## config.mk

```make
export PLATFORM = sky130hd
export DESIGN_NAME = instruction_prefetch_register_flat
export DESIGN_NICKNAME = d
export VERILOG_FILES = /design/src/rtl/instruction_prefetch_register_if.sv /design/src/rtl/instruction_prefetch_register.sv /design/src/flat_wrapper.sv
export SDC_FILE = /design/constraint.sdc
export NUM_CORES = 1
export LEC_CHECK = 0
export CAP_MARGIN = 20
export CORE_MARGIN = 2
export CORE_UTILIZATION = 54
export DETAILED_ROUTE_END_ITERATION = 8
export PLACE_DENSITY = 0.79
export SLEW_MARGIN = 40
export SYNTH_ARGS = -nofsm -noshare
export SYNTH_HDL_FRONTEND = slang
export SYNTH_SLANG_ARGS = --single-unit
```

## constraint.sdc

```tcl
create_clock -name phi2 -period 3.45 [get_ports phi2]
set_clock_uncertainty 0.1 [all_clocks]
set_input_delay 0.345 -clock phi2 [delete_from_list [all_inputs] [get_ports phi2]]
set_output_delay 0.345 -clock phi2 [all_outputs]
set_load 0.03 [all_outputs]
```

## src/rtl/instruction_prefetch_register_if.sv

```systemverilog
// Prefetch queue / IR handshake bundle between bus, decoder and IR.
// Master drives fetch and request strobes; slave returns IR state.
interface instruction_prefetch_register_if #(
  parameter int DATA_W = 8,
  parameter int DEPTH  = 4
);
  localparam int CW = $clog2(DEPTH + 1);

  logic              flush;
  logic              fetch_valid;
  logic              fetch_ready;
  logic [DATA_W-1:0] data_in;
  logic              ir_signal;
  logic              irq_inject;
  logic [DATA_W-1:0] instruction_decode_out;
  logic              ir_valid;
  logic              ir_stall;
  logic [CW-1:0]     queue_count;

  modport master (
    output flush,
    output fetch_valid,
    output data_in,
    output ir_signal,
    output irq_inject,
    input  fetch_ready,
    input  instruction_decode_out,
    input  ir_valid,
    input  ir_stall,
    input  queue_count
  );

  modport slave (
    input  flush,
    input  fetch_valid,
    input  data_in,
    input  ir_signal,
    input  irq_inject,
    output fetch_ready,
    output instruction_decode_out,
    output ir_valid,
    output ir_stall,
    output queue_count
  );
endinterface

```

## src/rtl/instruction_prefetch_register.sv

```systemverilog
// DEPTH-entry prefetch queue feeding a clocked IR, with bypass, stall and BRK.
// Optional stall_cycles counter enabled by defining IR_STALL_CNT_EN.
module instruction_prefetch_register #(
  parameter int              DATA_W     = 8,
  parameter int              DEPTH      = 4,
  parameter logic [DATA_W-1:0] BRK_OPCODE = '0
) (
  input  logic phi2,
  input  logic reset,
  instruction_prefetch_register_if.slave bus
`ifdef IR_STALL_CNT_EN
  ,
  output logic [15:0] stall_cycles
`endif
);

  localparam int AW = $clog2(DEPTH);
  localparam int CW = $clog2(DEPTH + 1);

  typedef enum logic {
    IDLE  = 1'b0,
    STALL = 1'b1
  } state_t;

  state_t            state_q, state_d;
  logic [DATA_W-1:0] mem [DEPTH];
  logic [AW-1:0]     rd_ptr, wr_ptr;
  logic [CW-1:0]     count;
  logic [DATA_W-1:0] ir_q, ir_d;
  logic              valid_q, valid_d;

  logic request;
  logic inject;
  logic have_data;
  logic full;
  logic sel_inj, sel_pop, sel_byp, sel_stall;
  logic push, pop;

  assign request   = bus.ir_signal || (state_q == STALL);
  assign inject    = bus.ir_signal && bus.irq_inject;
  assign have_data = (count != '0);
  assign full      = (count == CW'(DEPTH));

  // Serve selects are one-hot; flush masks them all.
  assign sel_inj   = !bus.flush && request && inject;
  assign sel_pop   = !bus.flush && request && !inject && have_data;
  assign sel_byp   = !bus.flush && request && !inject
                   && !have_data && bus.fetch_valid;
  assign sel_stall = !bus.flush && request && !inject
                   && !have_data && !bus.fetch_valid;

  assign pop  = sel_pop;
  assign push = bus.fetch_valid && !full
              && !bus.flush && !sel_byp;

  always_comb begin
    state_d = state_q;
    ir_d    = ir_q;
    valid_d = valid_q;
    unique case (1'b1)
      bus.flush: begin
        state_d = IDLE;
        valid_d = 1'b0;
      end
      sel_inj: begin
        state_d = IDLE;
        ir_d    = BRK_OPCODE;
        valid_d = 1'b1;
      end
      sel_pop: begin
        state_d = IDLE;
        ir_d    = mem[rd_ptr];
        valid_d = 1'b1;
      end
      sel_byp: begin
        state_d = IDLE;
        ir_d    = bus.data_in;
        valid_d = 1'b1;
      end
      sel_stall: begin
        state_d = STALL;
        valid_d = 1'b0;
      end
      default: ;
    endcase
  end

  always_ff @(posedge phi2 or posedge reset) begin
    if (reset) begin
      state_q <= IDLE;
      ir_q    <= BRK_OPCODE;
      valid_q <= 1'b0;
    end else begin
      state_q <= state_d;
      ir_q    <= ir_d;
      valid_q <= valid_d;
    end
  end

  always_ff @(posedge phi2 or posedge reset) begin
    if (reset) begin
      rd_ptr <= '0;
      wr_ptr <= '0;
      count  <= '0;
    end else if (bus.flush) begin
      rd_ptr <= '0;
      wr_ptr <= '0;
      count  <= '0;
    end else begin
      if (push) wr_ptr <= wr_ptr + AW'(1);
      if (pop)  rd_ptr <= rd_ptr + AW'(1);
      count <= count + CW'(push) - CW'(pop);
    end
  end

  // Storage needs no reset; occupancy is tracked by count.
  always_ff @(posedge phi2) begin
    if (push) mem[wr_ptr] <= bus.data_in;
  end

`ifdef IR_STALL_CNT_EN
  always_ff @(posedge phi2 or posedge reset) begin
    if (reset)
      stall_cycles <= '0;
    else if (state_q == STALL && stall_cycles != 16'hFFFF)
      stall_cycles <= stall_cycles + 16'd1;
  end
`endif

  assign bus.fetch_ready            = !full;
  assign bus.instruction_decode_out = ir_q;
  assign bus.ir_valid               = valid_q;
  assign bus.ir_stall               = (state_q == STALL);
  assign bus.queue_count            = count;

endmodule

```

## src/flat_wrapper.sv

```systemverilog
// flat-port wrapper written by rule: the top's interface ports become plain ports
module instruction_prefetch_register_flat 
#(
  parameter int              DATA_W     = 8,
  parameter int              DEPTH      = 4,
  parameter logic [DATA_W-1:0] BRK_OPCODE = '0
)
  (phi2, reset, bus_flush, bus_fetch_valid, bus_data_in, bus_ir_signal, bus_irq_inject, bus_fetch_ready, bus_instruction_decode_out, bus_ir_valid, bus_ir_stall, bus_queue_count);
  instruction_prefetch_register_if #(.DATA_W(DATA_W), .DEPTH(DEPTH)) bus_i ();
  input  logic phi2;
  input  logic reset;
  input wire logic [$bits(bus_i.flush)-1:0] bus_flush;
  input wire logic [$bits(bus_i.fetch_valid)-1:0] bus_fetch_valid;
  input wire logic [$bits(bus_i.data_in)-1:0] bus_data_in;
  input wire logic [$bits(bus_i.ir_signal)-1:0] bus_ir_signal;
  input wire logic [$bits(bus_i.irq_inject)-1:0] bus_irq_inject;
  output wire logic [$bits(bus_i.fetch_ready)-1:0] bus_fetch_ready;
  output wire logic [$bits(bus_i.instruction_decode_out)-1:0] bus_instruction_decode_out;
  output wire logic [$bits(bus_i.ir_valid)-1:0] bus_ir_valid;
  output wire logic [$bits(bus_i.ir_stall)-1:0] bus_ir_stall;
  output wire logic [$bits(bus_i.queue_count)-1:0] bus_queue_count;
  assign bus_i.flush = bus_flush;
  assign bus_i.fetch_valid = bus_fetch_valid;
  assign bus_i.data_in = bus_data_in;
  assign bus_i.ir_signal = bus_ir_signal;
  assign bus_i.irq_inject = bus_irq_inject;
  assign bus_fetch_ready = bus_i.fetch_ready;
  assign bus_instruction_decode_out = bus_i.instruction_decode_out;
  assign bus_ir_valid = bus_i.ir_valid;
  assign bus_ir_stall = bus_i.ir_stall;
  assign bus_queue_count = bus_i.queue_count;
  instruction_prefetch_register #(.DATA_W(DATA_W), .DEPTH(DEPTH), .BRK_OPCODE(BRK_OPCODE)) u_core (.phi2(phi2), .reset(reset), .bus(bus_i));
endmodule
```

==> results by group, run 1 <==
Drt
  – DRC viols: 0
  – Vias per inst: 5.61
  – Post-DRT Antenna Nets: 0
  – DR pass1 iterations: 4
  – Starting DRT DRC Count: 75
  – WL/cell: 18.2 um
  – Via count: 1150
  – DRT Wirelength: 3720 um

STA
  – RSZ-0062 raised after global routing: no
  – Hold Violations, Final: 0
  – Slew margin rel.: 52.8%
  – Final setup viols: 0
  – Final min period: 2550 ps
  – Final TNS setup: 0 ps
  – Worst-Margin Slew: 707 ps
  – Fmax: 391 MHz
  – Final critical-path share of the clock period: 74.0%
  – Slew Viols, Final: 0

Synth
  – Cells after synthesis: 126
  – Post-Syn Nets: 146
  – Syn. warnings: 0
  – Mapped Area: 2080 um^2
  – Post-synth ARST share: 34.7%
  – Top cell type's share of synthesized area: 46.1%
  – Yosys top cell by area: edfxtp_1
  – Synth area leaders: edfxtp_1, dfrtp_1, mux4_2
  – Number of library cell types mapped by synthesis: 29
  – Ys flop type: edfxtp_1
  – Sequential cell area fraction in the yosys report: 66.5%
  – Post-synth top cells: edfxtp_1, dfrtp_1, nor2b_1
  – EDFF count, synth: 32
  – #FFs+latches synth: 49
  – Top-count cell post-synth: edfxtp_1
  – Syn_area_per_cell: 16.5 um^2

Floorplan
  – Initial core utilization: 56.5%
  – Die area: 4370 um^2
  – Die height: 66.1 um
  – IO Pins: 28
  – Chip Width: 66.1 um
  – Core box area: 3690 um^2
  – Core Rows: 22

Clocking
  – Hold-fix buffers, CTS: 0
  – Post-CTS resize count: 0
  – Root Buffer: clkbuf_8
  – H-tree depth: 2
  – Setup bufs post-CTS: 0
  – Clock tree buffer depth: 2
  – CTS tree: built
  – Clock Latency Late Sink: 300 ps
  – Num CTS Buffers: 5
  – CTS Sinks: 49
  – Clock slew at reported path FFs: 90 ps

Power and ir drop
  – PwrDens: 651 nW/um^2
  – Peak VDD IR: 364 uV
  – Lkg Pwr: 0.908 nW

GRT
  – Global Route Usage Sum: 19.0%
  – Met2 Use GR: 31.0%
  – First-pass GRT wire length: 5850 um
  – Met3 usage: 5.62%
  – Met1 Resource Use GR: 25.7%
  – Largest net degree at the start of global routing: 18
  – GRT overflow: 0
  – Initial antenna violation count: 0
  – Vias in the first global route: 1177
  – GRT busiest layer: met2

Outcome
  – Status: completed

Cells and area
  – Share of cells above drive strength 1: 13.4%
  – Fin area: 2490 um^2
  – Antenna diode count: 0
  – Fill cells: 270
  – Layout area overhead: 19.7%
  – Final nets: 176

Placed design
  – Post-DP HPWL: 2500 um
  – Routability cong.: 0.737
  – Post-DP Area: 2410 um^2
  – IO Port Bufs: 27

Worst setup path
  – Worst Path Max Fanout: 7
  – CP startpoint kind: primary input
  – Req. time, crit path: 3550 ps
  – Crit path kind: primary input to flip-flop
  – Arrival time worst endpoint: 2650 ps
  – CP endpoint kind: flip-flop
  – Reg2reg setup slack: 1020 ps

Worst hold path
  – Tightest Hold Check Type: primary input to async pin

Flow run
  – Number of max-cap violations: 0
==> area by class of cell <==
type	instances	area [um^2]	area share, %
repair buffers	30	293	11.7
clock buffers	6	72.6	2.91
flip-flops and latches	49	1390	55.6
inverters	6	22.5	0.903
well taps	48	60.1	2.41
clock inverters	2	16.3	0.652
multi-input cells	64	644	25.8
==> report_power, final <==
part	total [W]	leakage, nW	internal (W)	switching [W]
registers	0.000783	0.514	0.000717	0.0000658
logic	0.000505	0.352	0.000246	0.000259
clock network	0.000335	0.0414	0.000144	0.000191
==> metal layers <==
metal  routed length [um]  part of all wire, %
met5                    0                    0
met2                 1870                   50
met1                 1670                   45
met3                  152                  4.1
met4                   29                 0.78
==> cells by family (layout without fill, tap and decap cells) <==
| family | count (synthesis) | count (layout) | share of synthesized area (%) |
|---|---|---|---|
| adder cells (fa/ha/maj) | 6 | 6 | 3.96 |
| multiplexers | 10 | 10 | 9.84 |
| flip-flops | 49 | 49 | 66.5 |
| AO/OA/AOI/OAI | 16 | 16 | 7.80 |
| XOR/XNOR | 3 | 3 | 1.26 |
| AND/OR/NAND/NOR | 29 | 29 | 8.04 |
| buffers and inverters | 13 | 44 | 2.58 |
==> sequential cells by signal (all words and copies together), names as in the netlist <==
| name | cells |
|---|---|
| u_core.bus.queue_count | 3 |
| u_core.bus.ir_stall | 1 |
| u_core.bus.instruction_decode_out | 8 |
| u_core.bus.ir_valid | 1 |
| u_core.wr_ptr | 2 |
| u_core.rd_ptr | 2 |
| u_core.mem | 32 |
==> worst max-delay path, stage by stage <==
cell             delay [ps]
clkdlybuf4s50_1         510
nor2_1                  320
a2111oi_4                60
nor4bb_1                280
buf_4                   200
ha_1                    140
inv_1                    40
fa_1                    370
xor2_1                  180
xnor2_1                 140
nor2_1                   50
==> per-stage QoR <==
stage	setup WS (ps)	total power, W	hold slack, ps	instances	util [%]
after detailed placement	582	0.00131	401	197	65.2
after floorplan	847	0.00111	171	126	-
after global routing	637	0.00171	397	205	67.6
after global placement	654	0.00129	395	197	65.2
after CTS	895	0.00163	371	205	67.6
final	896	0.00162	349	205	67.6
==> cell usage in the layout, fill, tap and decap left out <==
master / n
a2111o_1: 1
a2111oi_4: 1
a211o_1: 1
a211oi_1: 2
a21o_1: 1
a221o_1: 8
and2_1: 5
buf_4: 3
clkbuf_1: 1
clkbuf_8: 5
clkdlybuf4s50_1: 27
clkinv_4: 1
clkinvlp_4: 1
dfrtp_1: 17
edfxtp_1: 32
fa_1: 1
ha_1: 5
inv_1: 6
mux2_4: 1
mux2i_1: 1
mux4_2: 8
nand2_1: 1
nand2b_1: 1
nor2_1: 7
nor2b_1: 10
nor3_1: 2
nor4bb_1: 1
o21ai_1: 1
o31ai_1: 1
or3_1: 1
or3_4: 1
xnor2_1: 2
xor2_1: 1
==> path summary, 6_finish.rpt <==
check | from | endpoint | depth (start not counted)
max reg2reg | u_core.bus.queue_count[1] | u_core.bus.queue_count[2] | 10
max in group asynchronous | reset | u_core.wr_ptr[1] | 2
min | reset | u_core.bus.instruction_decode_out[6] | 2
min in group phi2 | u_core.bus.instruction_decode_out[0] | u_core.bus.instruction_decode_out[0] | 1
min reg2reg | u_core.bus.instruction_decode_out[0] | u_core.bus.instruction_decode_out[0] | 1
max | bus_ir_signal | u_core.bus.queue_count[2] | 11
No activity file was read; power rests on OpenSTA's default activity.
==> inputs of run 2 (changes only) <==
CORE_UTILIZATION = 48   (was 54)
PLACE_DENSITY = 0.74   (was 0.79)
clock period = 2.2 ns   (was 3.45 ns; I/O delays follow)
==> results by group, run 2 (same netlist as run 1, synthesis figures left out) <==
Outcome
  – Status: finished with violations
  – Violated checks: setup timing

Worst setup path
  – Worst Path Max Fanout: 3
  – CP max stage cell: dfrtp_2
  – CP bufs+invs: 1
  – Arrival time worst endpoint: 2320 ps
  – CP endpoint kind: flip-flop
  – Critical path, cell by cell: nor2_4 > a2111oi_4 > nor4bb_2 > ha_2 > inv_2 > fa_2 > xor2_2 > xnor2_1 > nor2_1
  – Slowest stage delay, CP: 430 ps
  – Req. time, crit path: 2300 ps
  – Crit path kind: flip-flop to flip-flop
  – Family with the most delay on the worst path: adder cells
  – CP startpoint kind: flip-flop

Floorplan
  – Initial core utilization: 51.0%
  – Core Rows: 23
  – Die area: 4890 um^2
  – Core box area: 4090 um^2
  – Chip Width: 69.9 um
  – Die height: 69.9 um
  – IO Pins: 28

Drt
  – Starting DRT DRC Count: 41
  – Vias per inst: 5.41
  – Via count: 1261
  – DR pass1 iterations: 4
  – DRT Wirelength: 4220 um
  – WL/cell: 18.1 um
  – DRC viols: 0
  – Post-DRT Antenna Nets: 0

Clocking
  – Num CTS Buffers: 5
  – CTS Sinks: 49
  – Clock Latency Late Sink: 300 ps
  – Clock slew at reported path FFs: 90 ps
  – Root Buffer: clkbuf_8
  – Hold-fix buffers, CTS: 0
  – CTS tree: built
  – H-tree depth: 2
  – Clock tree buffer depth: 2

STA
  – RSZ-0062 raised after global routing: yes
  – Hold Violations, Final: 0
  – Final min period: 2220 ps
  – Worst-Margin Slew: 711 ps
  – Final TNS setup: -23.5 ps
  – Final WS setup: -23.5 ps
  – Fmax: 450 MHz
  – Slew margin rel.: 52.5%
  – Slew Viols, Final: 0
  – Final critical-path share of the clock period: 101%
  – Final setup viols: 1

GRT
  – GRT busiest layer: met2
  – Largest net degree at the start of global routing: 18
  – Initial antenna violation count: 0
  – Met3 usage: 4.91%
  – Met1 Resource Use GR: 24.7%
  – Global Route Usage Sum: 19.1%
  – First-pass GRT wire length: 6980 um
  – GRT overflow: 0
  – Met2 Use GR: 30.4%
  – Vias in the first global route: 1353

Placed design
  – Routability cong.: 0.810
  – IO Port Bufs: 27
  – Post-DP HPWL: 2970 um
  – Setup WS pre-CTS: -537 ps

Power and ir drop
  – Peak VDD IR: 453 uV
  – Pwr Total: 0.00269 W
  – Lkg Pwr: 1.05 nW
  – PwrDens: 982 nW/um^2

Flow run
  – Number of max-cap violations: 0

Cells and area
  – Final nets: 202
  – Largest Register: u_core.mem
  – Most frequent cells in the layout: edfxtp_1, buf_4, clkdlybuf4s50_1
  – Share of cells above drive strength 1: 34.4%
  – Antenna diode count: 0
  – Layout area overhead: 31.6%
  – Most common cell after layout, fill and taps aside: edfxtp_1
  – Max reg flops: 32

Worst hold path
  – Tightest Hold Check Type: primary input to async pin
-- run 2: changes by cell type in the layout (fill, tap and decap cells not counted), moves of 2 or more --
cell | before | now
and2_4 | 0 | 4
dfrtp_2 | 0 | 4
clkdlybuf4s50_1 | 27 | 25
dfrtp_1 | 17 | 13
nor2_1 | 7 | 5
buf_4 | 3 | 28
and2_1 | 5 | 1
nor2_4 | 0 | 2
clkinv_2 | 0 | 2
-- run 2: timing repair --
action / in CTS / in global routing
setup buffers: 3 / 2
pin swaps: 7 / 2
endpoints found under the setup margin: 2 / 29
resized for setup: 7 / 7
-- run 2: report_power, final --
group	total, W	internal (W)	switching, W
logic	0.000969	0.000495	0.000474
clock network	0.000509	0.000220	0.000290
registers	0.00122	0.00113	0.0000866
-- run 2: layout make-up --
type,instances,area (um^2)
fillers,277,1340
clock buffers,5,68.8
clock inverters,3,17.5
repair buffers,56,493
inverters,6,22.5
multi-input cells,64,688
well taps,50,62.6
flip-flops and latches,49,1390
-- run 2: metrics by stage --
| step | hold WS, ps | instance area, um^2 | instances | utilization (%) |
|---|---|---|---|---|
| after global placement | 393 | 2580 | 220 | 63.1 |
| after detailed placement | 403 | 2580 | 220 | 63.1 |
| after CTS | 265 | 2710 | 231 | 66.2 |
| after floorplan | 45.8 | 2100 | 126 | - |
| final | 235 | 2740 | 233 | 67.1 |
| after global routing | 298 | 2740 | 233 | 67.1 |
-- run 2: layer usage --
layer  share of wire (%)  vias to the layer above
met4                 2.6                        0
li1                    -                      587
met1                  42                      633
met3                 3.4                        8
met5                   0                        -
met2                  52                       33
-- run 2: path summary, 6_finish.rpt --
kind / from / cells past startpoint / slack [ps] / to
max: u_core.bus.ir_stall / 9 / -20 / u_core.bus.queue_count[2]
min: reset / 2 / 230 / u_core.bus.instruction_decode_out[1]
max reg2reg: u_core.bus.ir_stall / 9 / -20 / u_core.bus.queue_count[2]
min reg2reg: u_core.bus.instruction_decode_out[5] / 1 / 420 / u_core.bus.instruction_decode_out[5]
max in group asynchronous: reset / 2 / 1270 / u_core.bus.queue_count[0]
min in group phi2: bus_flush / 3 / 290 / u_core.bus.queue_count[1]
==> patch: new RTL, flow settings as in run 1 <==
`DATA_W` is set to 8 in 3 places; all go to 10.
--- a/src/rtl/instruction_prefetch_register_if.sv
+++ b/src/rtl/instruction_prefetch_register_if.sv
@@ -1,7 +1,7 @@
 // Prefetch queue / IR handshake bundle between bus, decoder and IR.
 // Master drives fetch and request strobes; slave returns IR state.
 interface instruction_prefetch_register_if #(
-  parameter int DATA_W = 8,
+  parameter int DATA_W = 10,
   parameter int DEPTH  = 4
 );
   localparam int CW = $clog2(DEPTH + 1);
--- a/src/rtl/instruction_prefetch_register.sv
+++ b/src/rtl/instruction_prefetch_register.sv
@@ -1,7 +1,7 @@
 // DEPTH-entry prefetch queue feeding a clocked IR, with bypass, stall and BRK.
 // Optional stall_cycles counter enabled by defining IR_STALL_CNT_EN.
 module instruction_prefetch_register #(
-  parameter int              DATA_W     = 8,
+  parameter int              DATA_W     = 10,
   parameter int              DEPTH      = 4,
   parameter logic [DATA_W-1:0] BRK_OPCODE = '0
 ) (
--- a/src/flat_wrapper.sv
+++ b/src/flat_wrapper.sv
@@ -1,7 +1,7 @@
 // flat-port wrapper written by rule: the top's interface ports become plain ports
 module instruction_prefetch_register_flat 
 #(
-  parameter int              DATA_W     = 8,
+  parameter int              DATA_W     = 10,
   parameter int              DEPTH      = 4,
   parameter logic [DATA_W-1:0] BRK_OPCODE = '0
 )
Interface: changed (resized bus_data_in and bus_instruction_decode_out); port bits go from 28 to 32. The function was not compared with the original's and may differ.
==> patch against run 1 <==
  * Total power is 28% higher
  * Utilization is 1.3 points higher
  * Worst setup slack better by 50 ps
  * Routed wire length is 28% higher
  * Synthesized area is 19% higher
  * Final area is 21% higher
  * Fmax is 2.0% higher
  * Sequential cell count is 10 higher
  * Count of clock-buffer cells in the layout is 5 higher
  * Highest routed layer unchanged
==> patch: results (changes against run 1) <==
The pin count of the biggest net entering global routing was 20 (was 18). The quantity of I/O buffers inserted on ports is 31 (was 27). The data arrival time of the worst path came out at 2610 ps (was 2650 ps). The number of flip-flops under the largest register name came to 40 (was 32). The number of antenna violations at the first check in global routing is 0 (unchanged). The largest driver fanout on the critical path is 5 (was 7).

The final estimated routing congestion in global placement is 0.759 (was 0.737). The maximum buffer depth of the clock tree came out at 2 (unchanged). The clock transition time at the flip-flop clock pins of the worst setup and hold paths is 70 ps (was 90 ps). The cell area reported after detailed placement is 2820 sq um (was 2410 sq um). The post-detailed-placement half-perimeter wirelength is 3040 um (was 2500 um). The number of core rows came out at 24 (was 22). The maximum single-stage delay on the critical path is 490 ps (was 510 ps). The first-pass GRT wire length is 7500 um (was 5850 um). The pre-CTS setup slack came out at 611 ps (was 582 ps).

The count of antenna diodes in the layout is 0 (unchanged). The static power due to leakage is 1.13 nW (was 0.908 nW). The via count came out at 1380 (was 1150). The count of warnings emitted by yosys came to 0 (unchanged). The post-synthesis sequential area ratio is 0.676 (was 0.665). The power density of the placed cells came out at 687 nW/um^2 (was 651 nW/um^2). Synth top area cells: sky130_fd_sc_hd__edfxtp_1, sky130_fd_sc_hd__dfrtp_1, sky130_fd_sc_hd__mux4_2 (unchanged). The largest delay contributor family on the critical path is adder cells (was buffers and inverters). The proportion of synthesized area in mux cells came out at 0.106 (was 0.0984). The fraction of final layout cells sized beyond drive strength 1 is 0.160 (was 0.134).

The post-synthesis adder-cell area fraction came to 0.0383 (was 0.0396). Cell types with the highest counts after synthesis: sky130_fd_sc_hd__edfxtp_1, sky130_fd_sc_hd__dfrtp_1, sky130_fd_sc_hd__a221o_1 (was sky130_fd_sc_hd__edfxtp_1, sky130_fd_sc_hd__dfrtp_1, sky130_fd_sc_hd__nor2b_1). The DRC marker count from the first detailed-route iteration is 131 (was 75). Status: completed (unchanged).

The post-cts gate resize count is 0 (unchanged). The total number of H-tree levels came out at 3 (was 2). The number of nets in the synthesized netlist came out at 169 (was 146).

The TritonCTS buffer count is 9 (was 5). The number of enable flip-flop cells after synthesis is 40 (was 32). The layout filler cell count is 285 (was 270).

The fraction of the mapped netlist area in compound gates came to 0.0661 (was 0.0780). The distinct cell type count after synthesis is 30 (was 29). The clock insertion delay at the later pin of the skew report is 330 ps (was 300 ps). The clock root buffer was sky130_fd_sc_hd__clkbuf_8 (unchanged).

The all-layer global routing usage was 0.203 (was 0.190). The largest vdd supply drop is 0.425 mV (was 0.364 mV). The layout net count was 205 (was 176).

The xor/xnor cell area share of the yosys netlist is 0.0106 (was 0.0126). The headroom to the max-slew limit is 0.521 (was 0.528). The proportion of register bits with asynchronous set or reset after synthesis is 0.322 (was 0.347).

The mean routed wirelength per cell came to 19.9 um (was 18.2 um).
## patch: path summary, 6_finish.rpt
kind                                                           start                                   end  slack [ps]  cells past startpoint
worst min-delay path                                           reset                      u_core.wr_ptr[1]         240                      2
worst max-delay path                                   bus_ir_signal             u_core.bus.queue_count[2]         950                     11
worst max register to register             u_core.bus.queue_count[1]             u_core.bus.queue_count[2]        1040                     10
min in group phi2               u_core.bus.instruction_decode_out[7]  u_core.bus.instruction_decode_out[7]         410                      1
max in group asynchronous                                      reset  u_core.bus.instruction_decode_out[8]        2680                      2
worst min register to register  u_core.bus.instruction_decode_out[7]  u_core.bus.instruction_decode_out[7]         410                      1
## patch: cell type report
type,count,area share
clock inverter,5,0.0170
sequential,59,0.555
clock buffer,11,0.0501
tap,52,0.0215
timing repair buffer,32,0.105
multi-input combinational,72,0.241
inverter,8,0.00994
## patch: logic make-up (layout without fill, tap and decap cells)
| family | count (synthesis) | in the layout |
|---|---|---|
| flip-flops | 59 | 59 |
| AO/OA/AOI/OAI | 17 | 17 |
| XOR/XNOR | 3 | 3 |
| AND/OR/NAND/NOR | 32 | 32 |
| buffers and inverters | 15 | 56 |
| adder cells (fa/ha/maj) | 7 | 7 |
| multiplexers | 13 | 13 |
## patch: power breakdown
part           internal, mW  switching [mW]  leakage (nW)
Combinational         0.242           0.282         0.409
Clock                 0.368           0.261         0.103
Sequential            0.855          0.0682         0.617
Total                  1.46           0.611          1.13
## patch: stage by stage
step,std cells,hold WS (ps)
after floorplan,146,196
after global placement,223,395
after detailed placement,223,394
after CTS,239,398
after global routing,239,290
final,239,242
## patch: metal layers
metal	vias up	share of wire	global-route usage	wire length, um
met5	-	0	0	0
met4	0	0.016	0.0901	76
met3	8	0.052	0.0520	248
met2	49	0.51	0.319	2440
met1	695	0.42	0.269	2000
li1	628	-	-	-
## patch: worst register-to-register path, cell delays in order (launching register included)
cell	delay, ps
sky130_fd_sc_hd__dfrtp_1	460
sky130_fd_sc_hd__nor3_1	360
sky130_fd_sc_hd__a211oi_2	80
sky130_fd_sc_hd__ha_1	280
sky130_fd_sc_hd__inv_1	50
sky130_fd_sc_hd__ha_1	130
sky130_fd_sc_hd__inv_1	50
sky130_fd_sc_hd__fa_1	370
sky130_fd_sc_hd__xor2_1	190
sky130_fd_sc_hd__xnor2_1	160
sky130_fd_sc_hd__nor2_1	60
